`src/rtl/card_dealer.sv`:
```
// Card-request responder: fetches the next deck card and adds its value to the addressed hand.
// Optional macro CARD_DEALER_SOFT_ACE_EN: aces count 11 with soft-ace correction; otherwise aces count 1.
module card_dealer #(
   parameter int DECK_SIZE = 52,
   parameter int HAND_W    = 6
) (
   input  logic              i_Clk,
   input  logic              i_Reset_n,
   input  logic              i_Clear,
   input  logic              i_Card2Player,
   input  logic              i_Card2Dealer,
   output logic              o_CardOK,
   output logic [HAND_W-1:0] o_HandP,
   output logic [HAND_W-1:0] o_HandD,
   output logic [3:0]        o_LastCard,
   output logic [5:0]        o_DeckAddr,
   input  logic [3:0]        i_DeckData,
   output logic              o_DeckWrap
);

   typedef enum logic [2:0] {IDLE, FETCH, ADD, ACK, GAP} state_t;

   localparam logic [5:0] LAST_ADDR = 6'(DECK_SIZE - 1);

   state_t            state;
   logic              to_dealer;
   logic [HAND_W-1:0] cur_hand;
   logic [HAND_W-1:0] new_hand;
   logic [HAND_W:0]   sum;
   logic [3:0]        val;

`ifdef CARD_DEALER_SOFT_ACE_EN
   logic [3:0] soft_p, soft_d;
   logic [3:0] cur_soft, new_soft;
`endif

   always_comb begin
      cur_hand = to_dealer ? o_HandD : o_HandP;
      val      = (i_DeckData >= 4'd10) ? 4'd10 : i_DeckData;
`ifdef CARD_DEALER_SOFT_ACE_EN
      cur_soft = to_dealer ? soft_d : soft_p;
      new_soft = cur_soft;
      if (i_DeckData == 4'd1) begin
         val      = 4'd11;
         new_soft = cur_soft + 4'd1;
      end
      sum = {1'b0, cur_hand} + (HAND_W+1)'(val);
      // a single card can push the total over by at most one ace's worth
      if (sum > (HAND_W+1)'(21) && new_soft != 4'd0) begin
         sum      = sum - (HAND_W+1)'(10);
         new_soft = new_soft - 4'd1;
      end
`else
      sum = {1'b0, cur_hand} + (HAND_W+1)'(val);
`endif
      new_hand = sum[HAND_W-1:0];
   end

   always_ff @(posedge i_Clk or negedge i_Reset_n) begin
      if (!i_Reset_n) begin
         state      <= IDLE;
         to_dealer  <= 1'b0;
         o_CardOK   <= 1'b0;
         o_HandP    <= '0;
         o_HandD    <= '0;
         o_LastCard <= 4'd0;
         o_DeckAddr <= 6'd0;
         o_DeckWrap <= 1'b0;
`ifdef CARD_DEALER_SOFT_ACE_EN
         soft_p     <= 4'd0;
         soft_d     <= 4'd0;
`endif
      end else if (i_Clear) begin
         state      <= IDLE;
         to_dealer  <= 1'b0;
         o_CardOK   <= 1'b0;
         o_HandP    <= '0;
         o_HandD    <= '0;
         o_LastCard <= 4'd0;
         o_DeckAddr <= 6'd0;
         o_DeckWrap <= 1'b0;
`ifdef CARD_DEALER_SOFT_ACE_EN
         soft_p     <= 4'd0;
         soft_d     <= 4'd0;
`endif
      end else begin
         o_CardOK <= 1'b0;
         case (state)
            IDLE: begin
               if (i_Card2Player) begin
                  to_dealer <= 1'b0;
                  state     <= FETCH;
               end else if (i_Card2Dealer) begin
                  to_dealer <= 1'b1;
                  state     <= FETCH;
               end
            end
            FETCH: state <= ADD;
            ADD: begin
               if (to_dealer) o_HandD <= new_hand;
               else           o_HandP <= new_hand;
`ifdef CARD_DEALER_SOFT_ACE_EN
               if (to_dealer) soft_d <= new_soft;
               else           soft_p <= new_soft;
`endif
               o_LastCard <= i_DeckData;
               if (o_DeckAddr == LAST_ADDR) begin
                  o_DeckAddr <= 6'd0;
                  o_DeckWrap <= 1'b1;
               end else begin
                  o_DeckAddr <= o_DeckAddr + 6'd1;
               end
               o_CardOK <= 1'b1;
               state    <= ACK;
            end
            ACK: state <= GAP;
            // controller still shows its old request during ACK; skip one cycle
            GAP: state <= IDLE;
            default: state <= IDLE;
         endcase
      end
   end

endmodule

```
`config.mk`:
```
export PLATFORM = sky130hd
export DESIGN_NAME = card_dealer
export DESIGN_NICKNAME = d
export VERILOG_FILES = /design/src/rtl/card_dealer.sv
export SDC_FILE = /design/constraint.sdc
export NUM_CORES = 1
export LEC_CHECK = 0
export BUFFER_PORTS_ARGS = -buffer_cell sky130_fd_sc_hd__clkbuf_2
export CORE_UTILIZATION = 54
export DETAILED_ROUTE_END_ITERATION = 7
export PLACE_DENSITY = 0.79
export SLEW_MARGIN = 30
export SYNTH_ARGS = -nofsm -noshare
export SYNTH_HDL_FRONTEND = slang
export SYNTH_SLANG_ARGS = --single-unit
export TNS_END_PERCENT = 20
```
`constraint.sdc`:
```
create_clock -name i_Clk -period 2.45 [get_ports i_Clk]
set_clock_uncertainty 0.15 [all_clocks]
set_input_delay 0.735 -clock i_Clk [delete_from_list [all_inputs] [get_ports i_Clk]]
set_output_delay 0.735 -clock i_Clk [all_outputs]
set_load 0.03 [all_outputs]
```
==> results.yml <==
power:
  peakVddDrop_v: 0.000338
  pwr_density_cell_nw_per_um2: 599
  leakagePower_nw: 0.814
  p_total_mw: 1.10
floorplanning:
  ioPinCount: 33
  die_w_um: 56.9
  die-area_um2: 3240
  coreArea_um2: 2810
  die_y_um: 56.9
  rows: 19
  start_util: 0.580
timing:
  max_freq_mhz: 440
  fin_crit_sh: 0.929
  finalSetupTns_ns: 0
  relSlewSlack: 0.536
  slew_viol_final: 0
  worstMarginPinSlew_ns: 0.696
  hold_violations: 0
  hold_slack_ns: 0.264
  rsz0062_at_grt: "false"
  setup_viol: 0
  layout_min_cycle_time_ns: 2.28
final_layout:
  drive_gt1_frac: 0.281
  final_common_cell: "clkbuf_2"
  final_cell_mix: "32 x clkbuf_2, 27 x dfrtp_1, 17 x nand2_1"
  fin_cells: 223
  multi_input_area_um2: 837
  regArea_um2: 702
  nNetsFinal: 208
  synthToLayoutAreaGrowth_pct: 12.8
  n_fill_cell: 220
  antenna_cells: 0
clock_tree:
  cts.path.max_buffers: 2
  cts-root-buf: "clkbuf_4"
  cts_tree: "built"
  cts-htree-levels: 1
  cts_buffers: 3
  clock-sinks: 28
  holdBufCountCts: 0
  clk_pin_slew_ns: 0.16
  clock_latency_ns: 0.33
critical_path:
  r2r-end: "o_HandD[3]"
  worstSetupPathType: "flip-flop to flip-flop"
  worstSetupStartpointType: "flip-flop"
  cp_slowest_stage_delay_ns: 0.52
  r2r_setup_slack_ns: 0.17
  crit_family: "compound AO/OA/AOI/OAI gates"
  cp.buffers_inverters: 0
  critPathMaxFanout: 9
  required_ns: 2.50
  r2r_cells: 5
  crit_arrival_ns: 2.33
  critPathLaunch: "to_dealer"
  r2r_start: "to_dealer"
  crit_slowest_cell: "dfrtp_2"
  crit_path_end_kind: "flip-flop"
  path_cells: "mux2_2 -> ha_1 -> a211oi_1 -> nor2_1 -> o41ai_1"
status:
  violations: "design-rule violations"
  status: "complete, but fails checks"
placement:
  port_buffers: 32
  dp.cells: 219
  dp_hpwl_mm: 2.55
  place_congestion: 0.812
logic_synthesis:
  synthFlopType: "dfrtp_1"
  synthCells: 164
  synthesis.area_um2: 1630
  ys_ff_latch: 28
  netlist_top_cells_area: "dfrtp_1 43%, a21oi_1 4.3%, nand2_1 3.9%"
  syn_area_per_cell_um2: 9.92
  yosysSeqAreaShare: 0.431
  ys_types: 48
  synth_simple_gate_area_share: 0.241
  synth_fa_ha_area_frac: 0.0508
  synth_top_family_by_area: "simple AND/OR/NAND/NOR gates"
  synth-compound-area-share: 0.142
  synth_edf_count: 0
  yosys_warnings: 0
  synth_nets: 179
  synth_top_area_cell: "dfrtp_1"
  ys_async_sr_fraction: 1.00
  synth_top_area_share: 0.431
  yosys.area_share.xor_xnor: 0.0162
  yosys-mux-area-fraction: 0.0646
route:
  antenna_left: 0
  wl_mm: 3.55
  route.detailed.drc: 2
  first_iter_violations: 85
  first_pass_iters: 6
  num_vias: 1382
  wl_per_cell_um: 15.9
  routed_via_density: 6.20
global_routing:
  antenna_found_initial: 0
  grt_pass1_vias: 1351
  grt_pass1_wl_mm: 5.65
  grt_max_degree: 30
  grt_overflow: 0
  track_usage: 0.222
flow_run:
  maxCapViolations: 0
worst_hold_path:
  holdCritPathClass: "input port to async pin"
-- registers in the layout, summed over array words and instances, names as in the netlist --
signal,flops
o_DeckAddr,6
o_HandD,6
o_HandP,6
o_LastCard,4
state,3
o_CardOK,1
o_DeckWrap,1
to_dealer,1
-- power breakdown --
group	internal [mW]	switching [mW]
clock	0.165	0.136
combinational	0.0995	0.162
sequential	0.493	0.0436
-- synth_stat cells, types with 3 or more instances --
cell type / n
a211oi_1: 4
clkbuf_1: 5
nor2b_1: 3
nor2_1: 9
dfrtp_1: 28
nand2b_1: 3
ha_1: 5
or2_2: 3
nand2_1: 17
mux2_2: 4
o21ai_0: 4
or3_1: 3
nor3_1: 3
inv_1: 6
xnor2_1: 3
a21oi_1: 14
mux2i_1: 6
nand4_1: 3
-- worst max path at each step --
stage,to,slack (ns),cells after the start
final,o_HandD[3],0.17,5
after global routing,o_HandD[3],0.10,5
after CTS,o_HandD[3],0.08,5
after detailed placement,o_HandD[4],0.03,8
after global placement,o_HandD[4],0.09,8
after floorplan,o_HandD[3],0.26,5
-- metal layers --
metal	up-vias	track usage	routed length, um
met5	-	0	0
met4	0	0.0767	12
met3	2	0.0230	160
met2	40	0.392	1790
met1	687	0.282	1590
li1	653	-	-
-- logic make-up (layout without fill, tap and decap cells) --
group / count (synthesis) / after routing
AOI/OAI and AO/OA: 36 / 36
xor gates and xnor gates: 3 / 3
adders and majority gates: 6 / 6
buffers and inverters: 17 / 45
DFF: 28 / 28
muxes: 10 / 10
and+or+nand+nor: 64 / 64
-- final cells by class --
class | instances | area share
clock inverter | 1 | 0.0164
inverter | 6 | 0.0123
tap | 31 | 0.0211
clock buffer | 3 | 0.0123
timing repair buffer | 35 | 0.0995
sequential | 28 | 0.382
multi-input combinational | 119 | 0.456
-- stage by stage --
| stage | cell area (um^2) | setup slack, ns | utilization |
|---|---|---|---|
| finish | 1840 | 0.175 | 0.654 |
| global route | 1840 | 0.102 | 0.654 |
| CTS | 1830 | 0.0826 | 0.654 |
| detailed placement | 1780 | 0.0320 | 0.635 |
| global placement | 1780 | 0.0867 | 0.635 |
| floorplan | 1630 | 0.256 | - |
-- what timing repair did --
| item | in CTS | in global routing |
|---|---|---|
| setup endpoints to repair | 0 | 1 |
| setup buffers | 0 | 0 |
| resized for setup | 0 | 1 |
Note: power is estimated with default switching activity, not from simulation.
